[src/rtl/prog_loader_pkg.sv]
// Shared types and constants for the boot-time program loader.
// State encoding, word geometry and checksum width.
package prog_loader_pkg;

   typedef enum logic [2:0] {
      ST_LEN  = 3'd0,
      ST_DATA = 3'd1,
      ST_SUM  = 3'd2,
      ST_RUN  = 3'd3,
      ST_ERR  = 3'd4
   } state_t;

   localparam int BYTES_PER_WORD = 4;
   localparam int SUM_W          = 32;

endpackage

[src/rtl/prog_loader_word_assembler.sv]
// Big-endian byte-to-word assembler shared by the length, data and checksum fields.
// The completed word is presented combinationally in the cycle of its last byte.
module prog_loader_word_assembler
   import prog_loader_pkg::*;
(
   input  logic             clk,
   input  logic             rst,
   input  logic             i_clear,
   input  logic             i_valid,
   input  logic [7:0]       i_data,
   output logic [SUM_W-1:0] o_word,
   output logic             o_word_done
);

   localparam int IW = $clog2(BYTES_PER_WORD);

   logic [SUM_W-9:0] r_shift;
   logic [IW-1:0]    r_idx;

   assign o_word      = {r_shift, i_data};
   assign o_word_done = i_valid && (r_idx == IW'(BYTES_PER_WORD - 1));

   always_ff @(posedge clk) begin
      if (rst || i_clear) begin
         r_shift <= '0;
         r_idx   <= '0;
      end else if (i_valid) begin
         r_shift <= o_word[SUM_W-9:0];
         r_idx   <= r_idx + IW'(1);
      end
   end

endmodule

[src/rtl/prog_loader.sv]
// Program loader: streams a length/data/checksum packet into imem,
// then releases the core reset once the checksum matches.
module prog_loader
   import prog_loader_pkg::*;
#(
   parameter int ADDR_WIDTH     = 12,
   parameter int TIMEOUT_CYCLES = 1000000
) (
   input  logic                  clk,
   input  logic                  rst,
   input  logic                  rx_valid,
   input  logic [7:0]            rx_data,
   input  logic                  reload,
   output logic [ADDR_WIDTH-1:0] mem_addr,
   output logic [31:0]           mem_wdata,
   output logic                  mem_we,
   output logic                  cpu_rst,
   output logic                  done,
   output logic                  err,
   output logic [ADDR_WIDTH:0]   loaded_words
);

   localparam int TW = $clog2(TIMEOUT_CYCLES + 1);
   localparam int LW = ADDR_WIDTH + 1;
   localparam logic [SUM_W-1:0] MAX_N = SUM_W'(2 ** ADDR_WIDTH);

   state_t r_state, w_next;

   logic [SUM_W-1:0]      r_sum;
   logic [ADDR_WIDTH-1:0] r_addr;
   logic [LW-1:0]         r_n;
   logic [LW-1:0]         r_cnt;
   logic [TW-1:0]         r_tmo;
   logic                  r_started;
   logic                  r_we;
   logic [31:0]           r_wdata;

   logic             w_loading;
   logic             w_rx;
   logic             w_done;
   logic             w_last;
   logic             w_tmo_hit;
   logic [SUM_W-1:0] w_word;

   assign w_loading = (r_state == ST_LEN) || (r_state == ST_DATA) ||
                      (r_state == ST_SUM);
   // A reload in the same cycle drops the byte.
   assign w_rx      = rx_valid && !reload && w_loading;
   assign w_last    = (r_cnt + LW'(1)) == r_n;
   assign w_tmo_hit = w_loading && r_started && !w_rx &&
                      (r_tmo == TW'(TIMEOUT_CYCLES - 1));

   prog_loader_word_assembler u_word_assembler (
      .clk         (clk),
      .rst         (rst),
      .i_clear     (reload),
      .i_valid     (w_rx),
      .i_data      (rx_data),
      .o_word      (w_word),
      .o_word_done (w_done)
   );

   always_ff @(posedge clk) begin
      if (rst) r_state <= ST_LEN;
      else     r_state <= w_next;
   end

   always_comb begin
      w_next = r_state;
      if (reload) begin
         w_next = ST_LEN;
      end else if (w_tmo_hit) begin
         w_next = ST_ERR;
      end else if (w_done) begin
         unique case (r_state)
            ST_LEN: begin
               if (w_word == '0)        w_next = ST_SUM;
               else if (w_word > MAX_N) w_next = ST_ERR;
               else                     w_next = ST_DATA;
            end
            ST_DATA: if (w_last) w_next = ST_SUM;
            ST_SUM:  w_next = (w_word == r_sum) ? ST_RUN : ST_ERR;
            default: w_next = r_state;
         endcase
      end
   end

   always_ff @(posedge clk) begin
      if (rst) begin
         r_wdata <= '0;
         r_n     <= '0;
      end else if (r_state == ST_DATA && w_done && !reload) begin
         r_wdata <= w_word;
      end else if (r_state == ST_LEN && w_done && !reload) begin
         r_n <= w_word[LW-1:0];
      end
   end

   always_ff @(posedge clk) begin
      if (rst || reload) begin
         r_sum     <= '0;
         r_addr    <= '0;
         r_cnt     <= '0;
         r_tmo     <= '0;
         r_started <= 1'b0;
         r_we      <= 1'b0;
      end else begin
         r_we <= 1'b0;
         if (r_we) r_addr <= r_addr + ADDR_WIDTH'(1);
         if (w_rx) begin
            r_started <= 1'b1;
            r_tmo     <= '0;
         end else if (r_started && w_loading &&
                      r_tmo != TW'(TIMEOUT_CYCLES)) begin
            r_tmo <= r_tmo + TW'(1);
         end
         if (r_state == ST_DATA && w_done) begin
            r_we  <= 1'b1;
            r_sum <= r_sum + w_word;
            r_cnt <= r_cnt + LW'(1);
         end
      end
   end

   assign mem_addr     = r_addr;
   assign mem_wdata    = r_wdata;
   assign mem_we       = r_we;
   assign cpu_rst      = (r_state != ST_RUN);
   assign done         = (r_state == ST_RUN);
   assign err          = (r_state == ST_ERR);
   assign loaded_words = r_cnt;

endmodule

[config.mk]
export PLATFORM = sky130hd
export DESIGN_NAME = prog_loader
export DESIGN_NICKNAME = d
export VERILOG_FILES = /design/src/rtl/prog_loader_pkg.sv /design/src/rtl/prog_loader_word_assembler.sv /design/src/rtl/prog_loader.sv
export SDC_FILE = /design/constraint.sdc
export NUM_CORES = 1
export LEC_CHECK = 0
export CORE_AREA = 2 2 119 121
export DETAILED_ROUTE_END_ITERATION = 10
export DIE_AREA = 0 0 121 123
export GPL_ROUTABILITY_DRIVEN = 1
export PLACE_DENSITY = 0.8
export SYNTH_ARGS = -nofsm -noshare
export SYNTH_HDL_FRONTEND = slang
export SYNTH_SLANG_ARGS = --single-unit
[constraint.sdc]
create_clock -name clk -period 3.3 [get_ports clk]
set_input_delay 0.33 -clock clk [delete_from_list [all_inputs] [get_ports clk]]
set_output_delay 0.33 -clock clk [all_outputs]
set_load 0.05 [all_outputs]
==> results.txt <==
Static Leak: 3.51 nW
worst r2r src: r_sum[0]$_SDFFE_PP0N_
Worst-path clk slew: 0.06 ns
Mapped Nets: 1030
Vias: 7287
Synth Area in XOR/XNOR: 9.10%
initial antenna violation count: 0
Max clock buf depth: 2
max-cap viol count: 0
number of distinct library cells after synthesis: 55
crit start category: input port
R2R Path End: r_sum[20]$_SDFFE_PP0N_
CTS buffer count: 17
syn_area_per_cell: 7.95 um^2
Port Buf Inserts: 72
worst reg-to-reg setup slack: 0.36 ns
Peak VDD IR: 0.301 mV
NetSw: 0.000887 W
minimum clock period: 2.98 ns
DRC viols: 0
worst stage delay on the critical path: 0.44 ns
I/O pins: 73
first-pass GRT wire length: 33.3 mm
synthesized area: 7800 um^2
# H-tree levels: 4
Synth async-reset ratio: 0%
post-CTS resize count: 0
WP data required: 3.60 ns
hold_buf cts: 0
Pwr Total: 0.00375 W
largest family of logic cells by synthesized area: simple AND/OR/NAND/NOR gates
Initial Util: 57.3%
largest net degree at the start of global routing: 46
CTS root buf: clkbuf_16
WL final: 20.5 mm
clock skew: 0.00762 ns
clock tree sinks: 153
Final nets: 1108
WHS Endpoint: mem_we$_SDFF_PP0_
Top delay family on crit path: compound AO/OA/AOI/OAI gates
post-synthesis compound-gate area fraction: 15.6%
Synth warnings: 0
final count of hold timing violations: 0
post-route ant nets: 0
GPL Wtd Cong: 0.986
Clk pwr share: 46.5%
RSZ-0062 raised after global routing: false
CTS tree: built
Rel. slew slack: 45.1%
WP buf/inv: 1
grt total ovfl: 0
CP Class: input port to register
Ant. Diodes: 0
Worst Setup SP: rx_data[0]
Avg WL per Cell: 16.4 um
Slew @ Worst Pin: 0.821 ns
fin util: 68.8%
All-Layer GR Usage: 28.2%
Synth Area in Simple Gates: 24.2%
share of layout cells above drive strength 1: 7.09%
DRT Pass-1 Iters: 5
Reg power frac: 49.6%
Data arrival, critical path: 3.27 ns
switching part of the total: 23.6%
Clock Latency Late Sink: 0.44 ns
Post-CTS Setup Inserts: 0
Fmax: 336 MHz
flops & latches, synth: 153
Critical Path Slowest Stage Cell: fa_1
Final setup viols: 0
Syn Inst Count: 981
Post-Synth Adder-Cell Area: 6.03%
Slew Limit Fails: 0
initial DRC count: 611
number of global-route vias before repair: 6766
Die W: 121 um
Core ar.: 13600 um^2
Power Internal: 0.00287 W
Final HPWL DP: 14.2 mm
Area growth syn-to-layout: 20.1%
period utilisation layout: 90.2%
hold path cells: 4
CP cell instances: clkdlybuf4s50_1 > ha_1 > fa_1 > a211o_1 > a211oi_2 > o221ai_2 > a32o_1 > a311o_1 > a21oi_2 > mux2i_1 > a31oi_1
Post-synth EDFFs: 0
crit-path max FO: 3
register area share after synthesis: 39.3%
cells on worst reg2reg path: 10
worst hold-check path type: input port to register
Setup TNS: 0 ns
Die Area: 14900 um^2
row count: 43
Setup crit end kind: register
Vert. Die Dim: 123 um
hold_sp: rst
Via density: 5.82
most common library cell in the layout ignoring fill and taps: nand2_1
Power Density: 401 nW/um^2
status: finished, final reports clean
most frequent cells in the layout: nand2_1, dfxtp_1, a21oi_1, nor2_1, clkdlybuf4s50_1
post-synthesis mux area share: 2.46%
combinational cell fraction of total power: 3.9%
Synth Flop Type: dfxtp_1
## routing by layer
layer	vias up	global-route usage, %	routed length, um
met3	61	5.30	1400
li1	3569	-	-
met1	3371	36.1	9070
met4	0	12.4	665
met5	-	0	0
met2	286	46.5	9340
## power groups by stage
stage,Combinational (W),Sequential (W),Clock (W)
after global placement,0.000143,0.00190,0
after detailed placement,0.000144,0.00190,0
after floorplan,0.0000779,0.00190,0
final,0.000148,0.00186,0.00174
after CTS,0.000145,0.00186,0.00176
after global routing,0.000160,0.00186,0.00183
## cells in the mapped netlist (5+ instances only)
cell | n | share of area, %
nand2_1 | 200 | 9.6
dfxtp_1 | 153 | 39
a21oi_1 | 110 | 7.1
nor2_1 | 93 | 4.5
xor2_1 | 42 | 4.7
xnor2_1 | 39 | 4.4
ha_1 | 36 | 5.8
nand3_1 | 33 | 2.1
o21ai_0 | 33 | 2.1
clkbuf_1 | 32 | 1.5
nor4_1 | 20 | 1.6
mux2i_1 | 18 | 2.3
buf_2 | 16 | 1.0
and3_1 | 14 | 1.1
inv_1 | 14 | 0.67
nand4_1 | 13 | 1.0
a211oi_1 | 11 | 1.1
a21o_1 | 10 | 0.96
a31oi_1 | 8 | 0.64
nor3_1 | 8 | 0.51
or3_1 | 7 | 0.56
nor3b_1 | 6 | 0.58
and4_1 | 5 | 0.56
nor2b_1 | 5 | 0.40
## worst min-delay path, delay by kind of cell
kind	cells	cell delay (ns)
buf+inv	2	0.13
simple gates	2	0.23
## logic make-up (layout without fill, tap and decap cells)
family / count (synthesis) / count (layout)
AO/OA/AOI/OAI: 206 / 206
XOR/XNOR: 81 / 81
adder cells (fa/ha/maj): 37 / 37
buffers and inverters: 64 / 155
flip-flops: 153 / 153
multiplexers: 19 / 19
AND/OR/NAND/NOR: 421 / 421
## through the flow
| step | instance area (um^2) | hold WS [ns] | cells | setup WS [ns] |
|---|---|---|---|---|
| floorplan | 7800 | 0.436 | 981 | 0.454 |
| global placement | 8850 | 0.444 | 1220 | -0.0417 |
| detailed placement | 8850 | 0.450 | 1220 | -0.109 |
| CTS | 9370 | 0.305 | 1252 | 0.330 |
| global route | 9370 | 0.351 | 1252 | 0.145 |
| finish | 9370 | 0.310 | 1252 | 0.322 |
## area by class of cell
cell class | instances | area, um^2
fillers | 1109 | 4250
flip-flops and latches | 153 | 3060
clock inverters | 10 | 71.3
well taps | 180 | 225
multi-input cells | 764 | 4480
repair buffers | 109 | 1030
clock buffers | 22 | 444
inverters | 14 | 52.6
## worst max-delay path by stage
stage / endpoint / depth (start not counted)
after floorplan: r_sum[20]$_SDFFE_PP0N_ / 10
after global placement: r_sum[20]$_SDFFE_PP0N_ / 11
after detailed placement: r_sum[20]$_SDFFE_PP0N_ / 11
after CTS: r_sum[20]$_SDFFE_PP0N_ / 11
after global routing: r_sum[24]$_SDFFE_PP0N_ / 12
final: r_sum[20]$_SDFFE_PP0N_ / 11
## state kept, by name, indices dropped and copies added, names as in the netlist
| signal | count |
|---|---|
| loaded_words | 13 |
| mem_addr | 12 |
| mem_wdata | 32 |
| mem_we | 1 |
| r_n | 13 |
| r_started | 1 |
| r_state | 3 |
| r_sum | 32 |
| r_tmo | 20 |
| u_word_assembler.r_idx | 2 |
| u_word_assembler.r_shift | 24 |
Note: power is estimated with default switching activity, not from simulation.
